<file path="src/rtl/operand_collector_unit_if.sv">
// Bundle of issue, bank-arbiter, bank-response and dispatch signals for one operand collector.
interface operand_collector_unit_if #(
    parameter int unsigned DATA      = 256,
    parameter int unsigned ADDR      = 3,
    parameter int unsigned NUM_BANKS = 4,
    parameter int unsigned INSTR     = 32
) ();
    logic                      in_valid;
    logic                      in_ready;
    logic [2:0]                in_warp_id;
    logic [INSTR-1:0]          in_instr;
    logic [1:0]                in_src_count;
    logic [5:0]                in_src_bank;
    logic [3*ADDR-1:0]         in_src_addr;

    logic                      rd_req_valid;
    logic                      rd_req_ready;
    logic [1:0]                rd_req_bank;
    logic [ADDR-1:0]           rd_req_addr;
    logic [2:0]                rd_req_ocid;

    logic [NUM_BANKS-1:0]      rd_resp_valid;
    logic [3*NUM_BANKS-1:0]    rd_resp_ocid;
    logic [DATA*NUM_BANKS-1:0] rd_resp_data;

    logic                      out_valid;
    logic                      out_ready;
    logic [2:0]                out_warp_id;
    logic [INSTR-1:0]          out_instr;
    logic [DATA-1:0]           out_src0;
    logic [DATA-1:0]           out_src1;
    logic [DATA-1:0]           out_src2;

    modport slave (
        input  in_valid, in_warp_id, in_instr, in_src_count, in_src_bank, in_src_addr,
        output in_ready,
        output rd_req_valid, rd_req_bank, rd_req_addr, rd_req_ocid,
        input  rd_req_ready,
        input  rd_resp_valid, rd_resp_ocid, rd_resp_data,
        output out_valid, out_warp_id, out_instr, out_src0, out_src1, out_src2,
        input  out_ready
    );

    modport master (
        output in_valid, in_warp_id, in_instr, in_src_count, in_src_bank, in_src_addr,
        input  in_ready,
        input  rd_req_valid, rd_req_bank, rd_req_addr, rd_req_ocid,
        output rd_req_ready,
        output rd_resp_valid, rd_resp_ocid, rd_resp_data,
        input  out_valid, out_warp_id, out_instr, out_src0, out_src1, out_src2,
        output out_ready
    );
endinterface

</file>
<file path="src/rtl/operand_collector_unit.sv">
// Per-warp operand collector: requests up to three register-bank reads, captures tagged
// responses, then hands the instruction and its operands to the execution stage.
module operand_collector_unit #(
    parameter logic [2:0]  OC_ID     = 3'd0,
    parameter int unsigned DATA      = 256,
    parameter int unsigned ADDR      = 3,
    parameter int unsigned NUM_BANKS = 4,
    parameter int unsigned INSTR     = 32
) (
    input logic                   clk,
    input logic                   rst,
    operand_collector_unit_if.slave bus
);
    localparam logic [1:0] ST_IDLE     = 2'd0;
    localparam logic [1:0] ST_COLLECT  = 2'd1;
    localparam logic [1:0] ST_DISPATCH = 2'd2;

    localparam logic [1:0] SL_EMPTY = 2'd0;
    localparam logic [1:0] SL_REQ   = 2'd1;
    localparam logic [1:0] SL_WAIT  = 2'd2;
    localparam logic [1:0] SL_READY = 2'd3;

    logic [1:0]       state;
    logic [1:0]       slot_st   [3];
    logic [1:0]       slot_bank [3];
    logic [ADDR-1:0]  slot_addr [3];
    logic [DATA-1:0]  slot_data [3];
    logic [2:0]       warp_q;
    logic [INSTR-1:0] instr_q;

    logic [NUM_BANKS-1:0] resp_hit;
    logic [DATA-1:0]      resp_data [NUM_BANKS];
    logic [NUM_BANKS-1:0] bank_busy;
    logic [2:0]           sel;
    logic [2:0]           capture;
    logic                 any_sel;
    logic                 all_done;
    logic                 grant;
    logic [1:0]           req_bank;
    logic [ADDR-1:0]      req_addr;

    always_comb begin
        for (int unsigned b = 0; b < NUM_BANKS; b++) begin
            resp_hit[b]  = bus.rd_resp_valid[b] && (bus.rd_resp_ocid[3*b +: 3] == OC_ID);
            resp_data[b] = bus.rd_resp_data[DATA*b +: DATA];
        end
    end

    // Eligibility uses only registered WAIT state, so a same-cycle capture cannot unblock a bank.
    always_comb begin
        bank_busy = '0;
        sel       = '0;
        any_sel   = 1'b0;
        capture   = '0;
        all_done  = 1'b1;
        req_bank  = '0;
        req_addr  = '0;
        for (int unsigned i = 0; i < 3; i++) begin
            if (slot_st[i] == SL_WAIT) bank_busy[slot_bank[i]] = 1'b1;
        end
        for (int unsigned i = 0; i < 3; i++) begin
            if (!any_sel && slot_st[i] == SL_REQ && !bank_busy[slot_bank[i]]) begin
                sel[i]   = 1'b1;
                any_sel  = 1'b1;
                req_bank = slot_bank[i];
                req_addr = slot_addr[i];
            end
            capture[i] = (state == ST_COLLECT) && (slot_st[i] == SL_WAIT) && resp_hit[slot_bank[i]];
            if (!(slot_st[i] == SL_READY || capture[i])) all_done = 1'b0;
        end
    end

    assign grant            = bus.rd_req_valid && bus.rd_req_ready;
    assign bus.in_ready     = (state == ST_IDLE);
    assign bus.rd_req_valid = (state == ST_COLLECT) && any_sel;
    assign bus.rd_req_bank  = req_bank;
    assign bus.rd_req_addr  = req_addr;
    assign bus.rd_req_ocid  = OC_ID;
    assign bus.out_valid    = (state == ST_DISPATCH);
    assign bus.out_warp_id  = warp_q;
    assign bus.out_instr    = instr_q;
    assign bus.out_src0     = slot_data[0];
    assign bus.out_src1     = slot_data[1];
    assign bus.out_src2     = slot_data[2];

    always_ff @(posedge clk) begin
        if (rst) begin
            state   <= ST_IDLE;
            warp_q  <= '0;
            instr_q <= '0;
            for (int unsigned i = 0; i < 3; i++) begin
                slot_st[i]   <= SL_EMPTY;
                slot_bank[i] <= '0;
                slot_addr[i] <= '0;
                slot_data[i] <= '0;
            end
        end else begin
            case (state)
                ST_IDLE: begin
                    if (bus.in_valid) begin
                        warp_q  <= bus.in_warp_id;
                        instr_q <= bus.in_instr;
                        for (int unsigned i = 0; i < 3; i++) begin
                            slot_bank[i] <= bus.in_src_bank[2*i +: 2];
                            slot_addr[i] <= bus.in_src_addr[ADDR*i +: ADDR];
                            slot_data[i] <= '0;
                            slot_st[i]   <= (i < 32'(bus.in_src_count)) ? SL_REQ : SL_READY;
                        end
                        state <= ST_COLLECT;
                    end
                end
                ST_COLLECT: begin
                    for (int unsigned i = 0; i < 3; i++) begin
                        if (capture[i]) begin
                            slot_data[i] <= resp_data[slot_bank[i]];
                            slot_st[i]   <= SL_READY;
                        end else if (grant && sel[i]) begin
                            slot_st[i] <= SL_WAIT;
                        end
                    end
                    if (all_done) state <= ST_DISPATCH;
                end
                ST_DISPATCH: begin
                    if (bus.out_ready) begin
                        state <= ST_IDLE;
                        for (int unsigned i = 0; i < 3; i++) slot_st[i] <= SL_EMPTY;
                    end
                end
                default: state <= ST_IDLE;
            endcase
        end
    end
endmodule
</file>
<file path="src/flat_wrapper.sv">
// flat-port wrapper written by rule: the top's interface ports become plain ports
module operand_collector_unit_flat 
#(
    parameter logic [2:0]  OC_ID     = 3'd0,
    parameter int unsigned DATA      = 256,
    parameter int unsigned ADDR      = 3,
    parameter int unsigned NUM_BANKS = 4,
    parameter int unsigned INSTR     = 32
)
  (clk, rst, bus_in_valid, bus_in_warp_id, bus_in_instr, bus_in_src_count, bus_in_src_bank, bus_in_src_addr, bus_in_ready, bus_rd_req_valid, bus_rd_req_bank, bus_rd_req_addr, bus_rd_req_ocid, bus_rd_req_ready, bus_rd_resp_valid, bus_rd_resp_ocid, bus_rd_resp_data, bus_out_valid, bus_out_warp_id, bus_out_instr, bus_out_src0, bus_out_src1, bus_out_src2, bus_out_ready);
  operand_collector_unit_if #(.DATA(DATA), .ADDR(ADDR), .NUM_BANKS(NUM_BANKS), .INSTR(INSTR)) bus_i ();
  input logic clk;
  input logic rst;
  input wire logic [$bits(bus_i.in_valid)-1:0] bus_in_valid;
  input wire logic [$bits(bus_i.in_warp_id)-1:0] bus_in_warp_id;
  input wire logic [$bits(bus_i.in_instr)-1:0] bus_in_instr;
  input wire logic [$bits(bus_i.in_src_count)-1:0] bus_in_src_count;
  input wire logic [$bits(bus_i.in_src_bank)-1:0] bus_in_src_bank;
  input wire logic [$bits(bus_i.in_src_addr)-1:0] bus_in_src_addr;
  output wire logic [$bits(bus_i.in_ready)-1:0] bus_in_ready;
  output wire logic [$bits(bus_i.rd_req_valid)-1:0] bus_rd_req_valid;
  output wire logic [$bits(bus_i.rd_req_bank)-1:0] bus_rd_req_bank;
  output wire logic [$bits(bus_i.rd_req_addr)-1:0] bus_rd_req_addr;
  output wire logic [$bits(bus_i.rd_req_ocid)-1:0] bus_rd_req_ocid;
  input wire logic [$bits(bus_i.rd_req_ready)-1:0] bus_rd_req_ready;
  input wire logic [$bits(bus_i.rd_resp_valid)-1:0] bus_rd_resp_valid;
  input wire logic [$bits(bus_i.rd_resp_ocid)-1:0] bus_rd_resp_ocid;
  input wire logic [$bits(bus_i.rd_resp_data)-1:0] bus_rd_resp_data;
  output wire logic [$bits(bus_i.out_valid)-1:0] bus_out_valid;
  output wire logic [$bits(bus_i.out_warp_id)-1:0] bus_out_warp_id;
  output wire logic [$bits(bus_i.out_instr)-1:0] bus_out_instr;
  output wire logic [$bits(bus_i.out_src0)-1:0] bus_out_src0;
  output wire logic [$bits(bus_i.out_src1)-1:0] bus_out_src1;
  output wire logic [$bits(bus_i.out_src2)-1:0] bus_out_src2;
  input wire logic [$bits(bus_i.out_ready)-1:0] bus_out_ready;
  assign bus_i.in_valid = bus_in_valid;
  assign bus_i.in_warp_id = bus_in_warp_id;
  assign bus_i.in_instr = bus_in_instr;
  assign bus_i.in_src_count = bus_in_src_count;
  assign bus_i.in_src_bank = bus_in_src_bank;
  assign bus_i.in_src_addr = bus_in_src_addr;
  assign bus_in_ready = bus_i.in_ready;
  assign bus_rd_req_valid = bus_i.rd_req_valid;
  assign bus_rd_req_bank = bus_i.rd_req_bank;
  assign bus_rd_req_addr = bus_i.rd_req_addr;
  assign bus_rd_req_ocid = bus_i.rd_req_ocid;
  assign bus_i.rd_req_ready = bus_rd_req_ready;
  assign bus_i.rd_resp_valid = bus_rd_resp_valid;
  assign bus_i.rd_resp_ocid = bus_rd_resp_ocid;
  assign bus_i.rd_resp_data = bus_rd_resp_data;
  assign bus_out_valid = bus_i.out_valid;
  assign bus_out_warp_id = bus_i.out_warp_id;
  assign bus_out_instr = bus_i.out_instr;
  assign bus_out_src0 = bus_i.out_src0;
  assign bus_out_src1 = bus_i.out_src1;
  assign bus_out_src2 = bus_i.out_src2;
  assign bus_i.out_ready = bus_out_ready;
  operand_collector_unit #(.OC_ID(OC_ID), .DATA(DATA), .ADDR(ADDR), .NUM_BANKS(NUM_BANKS), .INSTR(INSTR)) u_core (.clk(clk), .rst(rst), .bus(bus_i));
endmodule
</file>
<file path="config.mk">
export PLATFORM = sky130hd
export DESIGN_NAME = operand_collector_unit_flat
export DESIGN_NICKNAME = d
export VERILOG_FILES = /design/src/rtl/operand_collector_unit_if.sv /design/src/rtl/operand_collector_unit.sv /design/src/flat_wrapper.sv
export SDC_FILE = /design/constraint.sdc
export NUM_CORES = 2
export LEC_CHECK = 0
export CORE_AREA = 5 5 752 754
export DETAILED_ROUTE_END_ITERATION = 12
export DIE_AREA = 0 0 757 759
export PLACE_DENSITY_LB_ADDON = 0.15
export SLEW_MARGIN = 0
export SYNTH_ARGS = -nofsm -noshare
export SYNTH_HDL_FRONTEND = slang
export SYNTH_SLANG_ARGS = --single-unit
</file>
<file path="constraint.sdc">
create_clock -name clk -period 26.9 [get_ports clk]
set_clock_uncertainty 0.05 [all_clocks]
set_input_delay 5.38 -clock clk [delete_from_list [all_inputs] [get_ports clk]]
set_output_delay 5.38 -clock clk [all_outputs]
set_load 0.02 [all_outputs]
</file>
# Word-level counts from Yosys, hierarchy flattened
# Memories as Yosys holds them, arrays and structs flattened.
# Cells that the tools add are included.
# word_totals
ff_bits,37
ram_bits,789
input_bits,1097
out_inout_bits,814
wordCells,212
n_memories,4
# mem_list
name,words,word_bits,rd,rd_ports_with_merged_regs,wr,line,source
u_core.slot_data,3,256,3,0,3,operand_collector_unit.sv:27,logic [DATA-1:0] slot_data [3];
u_core.slot_addr,3,3,3,0,3,operand_collector_unit.sv:26,logic [ADDR-1:0] slot_addr [3];
u_core.slot_bank,3,2,3,0,3,operand_collector_unit.sv:25,logic [1:0] slot_bank [3];
u_core.slot_st,3,2,3,0,3,operand_collector_unit.sv:24,logic [1:0] slot_st [3];
# classes
n_lt_le_gt_ge,12
n_eq_ne,14
n_mux,112
n_bitwise,29
reduce_logical,38
# ops
operator,n
$mux W256,12
$bmux W256 S2,3
$mux W1,54
$mux W2,24
$or A1 B1 Y1,24
$logic_and A1 B1 Y1,23
$mux W3,6
$eq A2 B2 Y1 const B,7
$bmux W1 S2,6
$logic_not A3 Y1,4
$mux W4,3
$ge A3 B3 Y1 const B,3
$lt A2 B3 Y1 const B,3
$not A2 Y3,3
$eq A2 B1 Y1 const B,4
$or A4 B4 Y4,2
$demux W1 S2,3
$ge A2 B1 Y1 const B,3
$pmux W2 S3,1
$logic_not A1 Y1,5
$lt A1 B2 Y1 const A,2
$ne A2 B1 Y1 const B,2
$logic_or A1 B1 Y1,3
$reduce_and A3 Y1,1
other kinds (4),4

# Logic depth before layout (Yosys ltp)
# An unclocked memory read counts as a cell.
# depth
word_depth,33
depth_mapped,8
depth_no_buf,6

# Worst setup path before layout
# Ideal clock, no wire load.
# synth_path
kind,input port to flip-flop
from,in bus_rd_resp_ocid[7]
to,"mem u_core.slot_st[1][0], in the netlist u_core.slot_st[0][2]"
setup_ps,139
arrival_time_ps,25376
required_ps,26711
setup_slack_ps,1335
path_stages,6
path_buffers,0
cell_sequence,nor4b_2 -> mux4_2 -> nand4b_1 -> o21ai_0 -> o21ai_0 -> a31oi_1
# synth_rtl
item,line,source
from (decl),flat_wrapper.sv:27,input wire logic [$bits(bus_i.rd_resp_ocid)-1:0] bus_rd_resp_ocid;
to (decl),operand_collector_unit.sv:24,

==> results.yml <==
outcome:
  status: "completed"
min_path:
  min_path_type: "register to register"
  hold-path-cell-count: 1
yosys:
  syn_area_um2: 48950
  yosys_warnings: 0
  synth-seq-cells: 826
  ys_types: 54
  muxShareOfSynthArea_pct: 35.49
  synth_top_area_share_pct: 48.09
  syn_inst: 2807
  synthTopCellsByArea: "edfxtp_1 48%, mux4_2 35%, and2_1 10%"
  synth_fa_ha_area_share_pct: 0
  synth_compound_area_share_pct: 1.145
  async_flop_share_pct: 0
  synth_edf_count: 784
  seq_area_frac_synth_pct: 49.81
  synth_top_family_by_area: "multiplexers"
  yosys.area.top_type: "edfxtp_1"
  synthSimpleGateAreaFrac_pct: 11.07
  synth.avg_cell_area_um2: 17.44
  ys.flop_type: "edfxtp_1"
  synth-xor-area-share_pct: 0
critical_path:
  reg2reg_slack_ns: 20.93
  worst-path-buf-inv: 2
  crit_start: "u_core.slot_bank[0][4]"
  critical-path-slowest-cell: "edfxtp_1"
  critical-path-top-delay-family: "buffers and inverters"
  reg2reg_from: "u_core.slot_bank[0][4]"
  crit_required_ns: 21.47
  critical_path.max_stage_delay_ns: 1.06
  crit_path_end: "bus_rd_req_bank[1]"
  start_kind: "register"
  endpoint_kind: "output pin"
  cp.arrival_ns: 4.84
  worstSetupPathType: "register to output pin"
  cp_cell_sequence: "buf_4 > nor4bb_1 > nor3b_1 > o311ai_1 > nor2_1 > nand2_1 > a31oi_1 > clkdlybuf4s50_1"
  r2r_end: "u_core.slot_data[0][272]"
  rr_worst_depth: 8
  crit_cells: 8
  crit_fanout: 27
cells_and_area:
  final_layout_size_suffix_gt1_share_pct: 22.19
  layout.nets: 5761
  syn_to_final_growth_pct: 66.30
global_routing:
  track_usage_pct: 14.97
  grt_pass1_vias: 40730
  overflow: 0
  grt_max_degree: 150
  grt_pass1_wl_mm: 544.8
  grt_antenna_before_repair: 493
power:
  seqPwrFrac_pct: 35.7
  p_leak_nw: 25.75
  switching_share_pct: 30.74
  power_frac_clock_pct: 41.3
  power_density_nw_per_um2: 52.22
  vdd_drop_max_mv: 0.04105
  p_total_mw: 4.251
  p_int_mw: 2.944
  power_switching_mw: 1.307
  power_frac_comb_pct: 23.0
cts:
  h-tree-depth: 4
  cts_buffers: 136
  path_clk_slew_ns: 0.05
  cts_resized: 0
  clkLatencyLatePin_ns: 0.83
  cts_root_buf: "clkbuf_16"
  clk_path_buf_depth: 4
  clock-sinks: 826
  cts_hold_buf: 0
  post-cts-setup-buffers: 0
  cts_tree: "yes"
sta:
  fin_ws_ns: 16.63
  setup_viol: 0
  worst_pin_slew_ns: 1.194
  slew_headroom_pct: 20.18
  timing.hold.ws_ns: 0.4328
  hold_viol: 0
  post-route-period-util_pct: 38.19
  rsz0062_at_grt: "false"
  fmax_mhz: 97.35
  finalSetupTns_ns: 0
  period_needed_ns: 10.27
  report.final.slew_viol_count: 0
floorplan:
  start_util_pct: 8.766
  num_rows: 275
  die_w_um: 757
  die_h_um: 759
  coreArea_um2: 558400
  io_pins: 1911
  die_area_um2: 574600
job:
  cap_violations: 0
placement:
  numPortBuffers: 1907
  gp_congestion: 0.8342
  post-place-ws_ns: 16.27
  dp_hpwl_mm: 370.1
detailed_routing:
  first_pass_iters: 7
  drt-initial-drc-count: 3088
  final_antenna_net_count: 0
  post_drt_wl_per_cell_um: 36.14
  via_per_inst: 3.196
  drc: 0
  wirelength_mm: 446.6
  vias: 39490
## layer usage
metal	global-route usage (%)	wire length (um)	part of all wire (%)
met1	16.58	166500	37
met2	24.80	208700	47
met3	8.922	60360	14
met4	2.696	9283	2.1
met5	0	1736	0.39
## logic make-up after synthesis
family,Yosys count
AND/OR/NAND/NOR,860
other,1
flip-flops,826
multiplexers,772
buffers and inverters,281
AO/OA/AOI/OAI,67
## per-stage QoR
| step | util [%] | area [um2] | instances |
|---|---|---|---|
| after floorplan | - | 48960 | 2809 |
| after global placement | 13.79 | 76990 | 12010 |
| after detailed placement | 13.79 | 76990 | 12010 |
| after CTS | 14.53 | 81120 | 12240 |
| after global routing | 14.53 | 81160 | 12260 |
| final | 14.58 | 81400 | 12360 |
## cell usage after synthesis, drive strengths merged, types with 5 or more instances
cell type and count:
nand3 8, nor2 14, o21ai 6, a31oi 7
nor2b 5, dfxtp 42, and2 784, mux4 771
nand2 12, buf 88, edfxtp 784, nor4b 7
inv 6, clkbuf 187, a22o 35
## registers in the layout (all words and copies together), names as in the netlist
register and cells:
u_core.bus.out_instr 32, u_core.state 2, u_core.slot_bank 6, u_core.bus.out_warp_id 3, u_core.slot_data 768, u_core.slot_st 6, u_core.slot_addr 9
## power by group through the flow
stage	clock (mW)	combinational [mW]	sequential [mW]
finish	1.76	0.976	1.52
global route	1.89	1.02	1.52
CTS	1.85	1.00	1.52
detailed placement	0	1.00	1.55
global placement	0	1.00	1.55
floorplan	0	0.344	1.67
## worst min path at each step
stage | start | endpoint
floorplan | u_core.state[1] | u_core.state[0]
global placement | u_core.state[1] | u_core.state[0]
detailed placement | u_core.bus.out_instr[24] | u_core.bus.out_instr[24]
CTS | u_core.bus.out_instr[8] | u_core.bus.out_instr[8]
global route | u_core.bus.out_instr[28] | u_core.bus.out_instr[28]
finish | u_core.bus.out_instr[27] | u_core.bus.out_instr[27]
## cell type report
type / instances / area [um2]
fillers: 61830 / 477000
flip-flops and latches: 826 / 24380
multi-input cells: 1702 / 23430
repair buffers: 1992 / 19800
well taps: 7479 / 9358
clock buffers: 168 / 3575
clock inverters: 69 / 554.3
diodes: 114 / 285.3
inverters: 6 / 22.52
## placed cells by master, fill, tap and decap left out, types with 4 or more instances in the layout
master           instances
nor2b_1                  5
nor3_1                   4
inv_1                    6
clkinv_2                19
buf_12                   6
nor4b_2                  4
nand3_1                  7
mux4_2                 771
a22o_1                  35
clkbuf_1                28
edfxtp_1               784
diode_2                114
a31oi_1                  6
nor2_1                  13
inv_6                    9
buf_4                   79
clkinv_1                26
nand4b_1                 4
nor4bb_1                 4
and2_1                 784
clkbuf_16              137
clkdlybuf4s50_1       1907
nand2_1                 12
dfxtp_1                 42
(Power assumes the default switching activity.)
